==> config.mk <==
export PLATFORM = sky130hd
export DESIGN_NAME = axi_default_slave
export DESIGN_NICKNAME = d
export VERILOG_FILES = /design/src/rtl/axi_default_slave.sv
export SDC_FILE = /design/constraint.sdc
export NUM_CORES = 1
export LEC_CHECK = 0
export BUFFER_PORTS_ARGS = -buffer_cell sky130_fd_sc_hd__buf_4
export CORE_AREA = 2 2 78 80
export CTS_BUF_LIST = sky130_fd_sc_hd__clkbuf_4 sky130_fd_sc_hd__clkbuf_8
export DETAILED_ROUTE_END_ITERATION = 8
export DIE_AREA = 0 0 80 82
export GPL_TIMING_DRIVEN = 0
export PLACE_DENSITY = 0.67
export SLEW_MARGIN = 20
export SYNTH_ARGS = -nofsm -noshare
export SYNTH_HDL_FRONTEND = slang
export SYNTH_SLANG_ARGS = --single-unit
export TNS_END_PERCENT = 50
==> constraint.sdc <==
create_clock -name clk -period 3.9 [get_ports clk]
set_input_delay 0.195 -clock clk [delete_from_list [all_inputs] [get_ports clk]]
set_output_delay 0.195 -clock clk [all_outputs]
set_load 0.02 [all_outputs]
==> src/rtl/axi_default_slave.sv <==
// AXI responder for unmapped address space: accepts one transaction at a time and
// answers with zero read data and OKAY, or DECERR when DS_DECERR_EN is defined.
module axi_default_slave #(
    parameter int ID_W   = 8,
    parameter int ADDR_W = 32,
    parameter int DATA_W = 32,
    parameter int LEN_W  = 4
) (
    input  logic                clk,
    input  logic                rst,

    input  logic [ID_W-1:0]     AWID,
    input  logic [ADDR_W-1:0]   AWADDR,
    input  logic [LEN_W-1:0]    AWLEN,
    input  logic [2:0]          AWSIZE,
    input  logic [1:0]          AWBURST,
    input  logic                AWVALID,
    output logic                AWREADY,

    input  logic [DATA_W-1:0]   WDATA,
    input  logic [DATA_W/8-1:0] WSTRB,
    input  logic                WLAST,
    input  logic                WVALID,
    output logic                WREADY,

    output logic [ID_W-1:0]     BID,
    output logic [1:0]          BRESP,
    output logic                BVALID,
    input  logic                BREADY,

    input  logic [ID_W-1:0]     ARID,
    input  logic [ADDR_W-1:0]   ARADDR,
    input  logic [LEN_W-1:0]    ARLEN,
    input  logic [2:0]          ARSIZE,
    input  logic [1:0]          ARBURST,
    input  logic                ARVALID,
    output logic                ARREADY,

    output logic [ID_W-1:0]     RID,
    output logic [DATA_W-1:0]   RDATA,
    output logic [1:0]          RRESP,
    output logic                RLAST,
    output logic                RVALID,
    input  logic                RREADY
);

`ifdef DS_DECERR_EN
    localparam logic [1:0] RESP_CODE = 2'b11;
`else
    localparam logic [1:0] RESP_CODE = 2'b00;
`endif

    typedef enum logic [1:0] {
        ST_IDLE,
        ST_WDATA,
        ST_WRESP,
        ST_RDATA
    } state_t;

    state_t           state_q, state_d;
    logic [LEN_W-1:0] beat_q, beat_d;
    logic [LEN_W-1:0] len_q, len_d;
    logic [ID_W-1:0]  id_q, id_d;

    // Address, size, burst type, AWLEN and write data are deliberately ignored.
    logic unused_inputs;
    assign unused_inputs = ^{AWADDR, AWLEN, AWSIZE, AWBURST, WDATA, WSTRB,
                             ARADDR, ARSIZE, ARBURST};

    always_comb begin
        // NOTE: every signal gets a default first so no path leaves it unassigned (no latches).
        state_d = state_q;
        beat_d  = beat_q;
        len_d   = len_q;
        id_d    = id_q;
        AWREADY = 1'b0;
        WREADY  = 1'b0;
        BID     = '0;
        BRESP   = 2'b00;
        BVALID  = 1'b0;
        ARREADY = 1'b0;
        RID     = '0;
        RDATA   = '0;
        RRESP   = 2'b00;
        RLAST   = 1'b0;
        RVALID  = 1'b0;

        case (state_q)
            ST_IDLE: begin
                // Ready is combinational, so it is gated by rst; a simultaneous AR wins over AW.
                ARREADY = !rst;
                AWREADY = !rst && !ARVALID;
                if (ARVALID && ARREADY) begin
                    id_d    = ARID;
                    len_d   = ARLEN;
                    beat_d  = '0;
                    state_d = ST_RDATA;
                end else if (AWVALID && AWREADY) begin
                    id_d    = AWID;
                    state_d = ST_WDATA;
                end
            end
            ST_WDATA: begin
                WREADY = 1'b1;
                if (WVALID && WLAST)
                    state_d = ST_WRESP;
            end
            ST_WRESP: begin
                BVALID = 1'b1;
                BID    = id_q;
                BRESP  = RESP_CODE;
                if (BREADY)
                    state_d = ST_IDLE;
            end
            ST_RDATA: begin
                RVALID = 1'b1;
                RID    = id_q;
                RRESP  = RESP_CODE;
                RLAST  = (beat_q == len_q);
                if (RREADY) begin
                    // The counter stops at len_q on the last beat, so ARLEN at max never wraps it.
                    if (RLAST)
                        state_d = ST_IDLE;
                    else
                        beat_d = beat_q + LEN_W'(1);
                end
            end
            default: state_d = ST_IDLE;
        endcase
    end

    // NOTE: sequential state uses non-blocking assignments so all registers update together.
    always_ff @(posedge clk or posedge rst) begin
        if (rst) begin
            state_q <= ST_IDLE;
            beat_q  <= '0;
            len_q   <= '0;
            id_q    <= '0;
        end else begin
            state_q <= state_d;
            beat_q  <= beat_d;
            len_q   <= len_d;
            id_q    <= id_d;
        end
    end

endmodule

==> impl_results.html <==
<table>
<tr><th>Metric</th><th>Value</th></tr>
<tr><th colspan="2">Global route</th></tr>
<tr><td>Via count of the first global-routing pass</td><td>1113</td></tr>
<tr><td>First-pass GRT wire length</td><td>5490 um</td></tr>
<tr><td>Pin count of the biggest net entering global routing</td><td>19</td></tr>
<tr><td>Initial antenna violation count</td><td>0</td></tr>
<tr><td>GRT Overall Usage</td><td>10.9%</td></tr>
<tr><td>Global route overflow</td><td>0</td></tr>
<tr><th colspan="2">STA</th></tr>
<tr><td>Final Skew</td><td>6.77 ps</td></tr>
<tr><td>Final critical-path share of the clock period</td><td>45.7%</td></tr>
<tr><td>Achievable clock frequency</td><td>561 MHz</td></tr>
<tr><td>Number of pins with negative max-slew slack in the final report</td><td>0</td></tr>
<tr><td>Relative slew slack</td><td>53.2%</td></tr>
<tr><td>Transition time at the pin with the least slew margin</td><td>701 ps</td></tr>
<tr><td>Post-route setup TNS</td><td>0 ps</td></tr>
<tr><td>Hold Vio Cnt, Final</td><td>0</td></tr>
<tr><td>Min setup slack post-route</td><td>2120 ps</td></tr>
<tr><td>Setup repair after global routing missed its margin</td><td>false</td></tr>
<tr><td>Count of endpoints failing setup in the final report</td><td>0</td></tr>
<tr><td>Min Tclk post-route</td><td>1780 ps</td></tr>
<tr><th colspan="2">Synthesis</th></tr>
<tr><td>Synth Area in Compound Gates</td><td>9.00%</td></tr>
<tr><td>Synth Area in Adders</td><td>0.928%</td></tr>
<tr><td>Sequential element share of the synthesized area</td><td>33.4%</td></tr>
<tr><td>Cell types occupying the most area after synthesis</td><td>sky130_fd_sc_hd__dfrtp_1 (33%), sky130_fd_sc_hd__buf_4 (20%), sky130_fd_sc_hd__nand2_1 (7.8%)</td></tr>
<tr><td>Post-synthesis share of cell area spent on and, or, nand and nor gates</td><td>22.7%</td></tr>
<tr><td>Average cell area after synthesis</td><td>8.48 um2</td></tr>
<tr><td>Mux contribution to synthesized area</td><td>7.42%</td></tr>
<tr><td>Post-synthesis xor/xnor area fraction</td><td>2.60%</td></tr>
<tr><td>Top flip-flop cell by instance count after synthesis</td><td>sky130_fd_sc_hd__dfrtp_1</td></tr>
<tr><td>Combinational family with the most area after synthesis</td><td>buffers and inverters</td></tr>
<tr><td>Post-synthesis async set-or-reset flop share</td><td>100%</td></tr>
<tr><td>Yosys cell types</td><td>28</td></tr>
<tr><td>Area of the mapped netlist</td><td>1350 um2</td></tr>
<tr><td>Share of the synthesized area in the top cell type</td><td>33.4%</td></tr>
<tr><td>Yosys warning total</td><td>0</td></tr>
<tr><td>Number of instances in the synthesized netlist</td><td>159</td></tr>
<tr><td>Number of synthesized register bits</td><td>18</td></tr>
<tr><td>Yosys top cell by area</td><td>sky130_fd_sc_hd__dfrtp_1</td></tr>
<tr><td>Post-synth EDFFs</td><td>0</td></tr>
<tr><th colspan="2">Critical path</th></tr>
<tr><td>Critical Path Start Type</td><td>register</td></tr>
<tr><td>Largest fanout of any net on the critical path</td><td>9</td></tr>
<tr><td>CP Data Arrival Time</td><td>1590 ps</td></tr>
<tr><td>Category of the critical setup timing path</td><td>reg2out</td></tr>
<tr><td>Critical Path End Type</td><td>output pin</td></tr>
<tr><td>Required @ worst endpoint</td><td>3700 ps</td></tr>
<tr><th colspan="2">Clocking</th></tr>
<tr><td>Hold buffer count at cts</td><td>0</td></tr>
<tr><td>Cells resized by post-CTS repair</td><td>0</td></tr>
<tr><td>Worst-path clk slew</td><td>70 ps</td></tr>
<tr><td>CTS tree</td><td>built</td></tr>
<tr><td>CTS H-tree lvls</td><td>1</td></tr>
<tr><td>TritonCTS buffer count</td><td>3</td></tr>
<tr><td>Number of setup buffers added after CTS</td><td>0</td></tr>
<tr><td>Clock latency at the later pin of the worst-skew pair</td><td>260 ps</td></tr>
<tr><td>CTS root buf</td><td>sky130_fd_sc_hd__clkbuf_8</td></tr>
<tr><td>Maximum clock insertion buffer count</td><td>2</td></tr>
<tr><td>Clock sinks</td><td>18</td></tr>
<tr><th colspan="2">Routing</th></tr>
<tr><td>Drt initial violations</td><td>22</td></tr>
<tr><td>Final ANT Viol Nets</td><td>0</td></tr>
<tr><td>Drt total wl</td><td>3510 um</td></tr>
<tr><td>Detail-routed net length per standard cell</td><td>10.9 um</td></tr>
<tr><td>Per-cell via count in the routed design</td><td>3.88</td></tr>
<tr><td>Number of iterations in the first detailed-routing pass</td><td>4</td></tr>
<tr><td>DRC violations left</td><td>0</td></tr>
<tr><td>DR vias</td><td>1249</td></tr>
<tr><th colspan="2">Placed design</th></tr>
<tr><td>Detailed Place HPWL</td><td>2870 um</td></tr>
<tr><td>Area after detailed placement</td><td>1940 um2</td></tr>
<tr><td>Worst slack at placement</td><td>2390 ps</td></tr>
<tr><td># port buffers</td><td>49</td></tr>
<tr><td>Cell Count Post-Placement</td><td>318</td></tr>
<tr><td>Global placer's final weighted congestion</td><td>0.716</td></tr>
<tr><th colspan="2">Pwr</th></tr>
<tr><td>Clk network pwr share</td><td>15.0%</td></tr>
<tr><td>Combinational group share of total power</td><td>53.6%</td></tr>
<tr><td>Total power divided by cell area</td><td>522 nW/um2</td></tr>
<tr><td>Cell-internal power</td><td>0.586 mW</td></tr>
<tr><td>Proportion of power drawn by flip-flops and latches</td><td>31.4%</td></tr>
<tr><td>VDD IR max</td><td>0.228 mV</td></tr>
<tr><td>Fraction of power spent switching nets</td><td>43.8%</td></tr>
<tr><td>Total leakage power</td><td>1.16 nW</td></tr>
<tr><td>Total power consumption of the routed design</td><td>1.04 mW</td></tr>
<tr><td>Switching power</td><td>0.457 mW</td></tr>
<tr><th colspan="2">Outcome</th></tr>
<tr><td>Outcome</td><td>completed</td></tr>
<tr><th colspan="2">Floorplanning</th></tr>
<tr><td>Width of the chip</td><td>80 um</td></tr>
<tr><td>Initial core utilization</td><td>23.5%</td></tr>
<tr><td>Num ports</td><td>200</td></tr>
<tr><td>Floorplan core area</td><td>5750 um2</td></tr>
<tr><td>Placement Rows</td><td>28</td></tr>
<tr><td>DIE AREA</td><td>6560 um2</td></tr>
<tr><td>Die Ht</td><td>82 um</td></tr>
<tr><th colspan="2">Final layout</th></tr>
<tr><td>Number of nets at the end of the flow</td><td>391</td></tr>
<tr><td>Diode insertion count for antenna repair</td><td>0</td></tr>
<tr><td>Final instance area</td><td>2000 um2</td></tr>
<tr><td>Area growth from synthesis to layout</td><td>48.1%</td></tr>
<tr><td>Leading cell type in the layout, fill and taps excluded</td><td>sky130_fd_sc_hd__buf_4</td></tr>
<tr><td>Share of cells above drive strength 1</td><td>39.3%</td></tr>
<tr><td>Most frequent cells in the layout</td><td>sky130_fd_sc_hd__buf_4 (85), sky130_fd_sc_hd__conb_1 (36), sky130_fd_sc_hd__nand2_1 (28), sky130_fd_sc_hd__dfrtp_1 (18), sky130_fd_sc_hd__o21ai_0 (12)</td></tr>
<tr><td>Count of placed standard cells in the final layout, fillers left out</td><td>322</td></tr>
<tr><th colspan="2">Worst hold path</th></tr>
<tr><td>Path category of the worst min-delay check</td><td>in2async</td></tr>
<tr><th colspan="2">Run</th></tr>
<tr><td># Max-Cap Violations</td><td>0</td></tr>
</table>
## registers in the layout, summed over array words and instances (netlist names)
register / flops
beat_q: 4
id_q: 8
len_q: 4
state_q: 2
## synth_stat cells (2+ instances only)
library cell,count
sky130_fd_sc_hd__inv_1,3
sky130_fd_sc_hd__nand4_1,2
sky130_fd_sc_hd__nor2_1,5
sky130_fd_sc_hd__nand2_1,28
sky130_fd_sc_hd__buf_4,36
sky130_fd_sc_hd__buf_2,3
sky130_fd_sc_hd__and2_1,8
sky130_fd_sc_hd__nor2b_1,2
sky130_fd_sc_hd__nor3_2,2
sky130_fd_sc_hd__dfrtp_1,18
sky130_fd_sc_hd__xnor2_1,4
sky130_fd_sc_hd__and3_1,9
sky130_fd_sc_hd__mux2i_1,10
sky130_fd_sc_hd__o21ai_0,12
sky130_fd_sc_hd__clkbuf_1,3
sky130_fd_sc_hd__a22o_1,2
## metrics by stage
step	hold WS, ps	utilization [%]
4_1_cts	104	34.8
2_1_floorplan	134	-
3_3_place_gp	379	33.8
6_report	76.4	34.8
5_1_grt	123	34.8
3_5_place_dp	387	33.8
## cells by family (layout without fill, tap and decap cells)
kind of cell | after synthesis | in the layout
xor+xnor | 4 | 4
compound gates | 19 | 19
other cells | 1 | 36
flops | 18 | 18
fa+ha+maj | 1 | 1
simple gates | 60 | 60
mux | 10 | 10
buf+inv | 46 | 99
## path summary, 6_finish.rpt
path	start	slack, ps	cells after the start	end
worst max-delay path	state_q[1]$_DFFE_PP0P_	2120	4	BID[4]
worst min-delay path	rst	80	2	state_q[1]$_DFFE_PP0P_
worst max register to register	beat_q[0]$_DFFE_PP0P_	2410	4	beat_q[1]$_DFFE_PP0P_
worst min register to register	len_q[3]$_DFFE_PP0P_	500	2	len_q[3]$_DFFE_PP0P_
max in group asynchronous	rst	3370	2	len_q[3]$_DFFE_PP0P_
min in group clk	ARLEN[0]	120	3	len_q[0]$_DFFE_PP0P_
## metal layers
layer | track usage (%) | vias to the layer above | wire, um
met2 | 17.1 | 60 | 1480
met4 | 5.08 | 0 | 61
met5 | 0 | - | 0
met3 | 2.42 | 5 | 310
met1 | 14.4 | 550 | 1660
li1 | - | 634 | -
## area by class of cell
type / instances / area (um2)
plain buffers: 43 / 308
flip-flops and latches: 18 / 450
inverters: 3 / 11.3
multi-input cells: 130 / 711
clock buffers: 4 / 55.1
repair buffers: 49 / 368
well taps: 75 / 93.8
fillers: 622 / 3750
## power by group through the flow
stage	Combinational [mW]	Clock, mW	Sequential (mW)
3_5_place_dp	0.561	0	0.329
5_1_grt	0.613	0.168	0.342
4_1_cts	0.562	0.159	0.327
2_1_floorplan	0.379	0	0.311
6_report	0.558	0.157	0.328
3_3_place_gp	0.549	0	0.328
## worst max-delay path, stage by stage (launching register included)
cell and delay [ps]:
sky130_fd_sc_hd__dfrtp_1 480, sky130_fd_sc_hd__nor2b_1 160, sky130_fd_sc_hd__clkbuf_1 340, sky130_fd_sc_hd__and2_1 190
sky130_fd_sc_hd__buf_4 140
(Power assumes the default switching activity.)
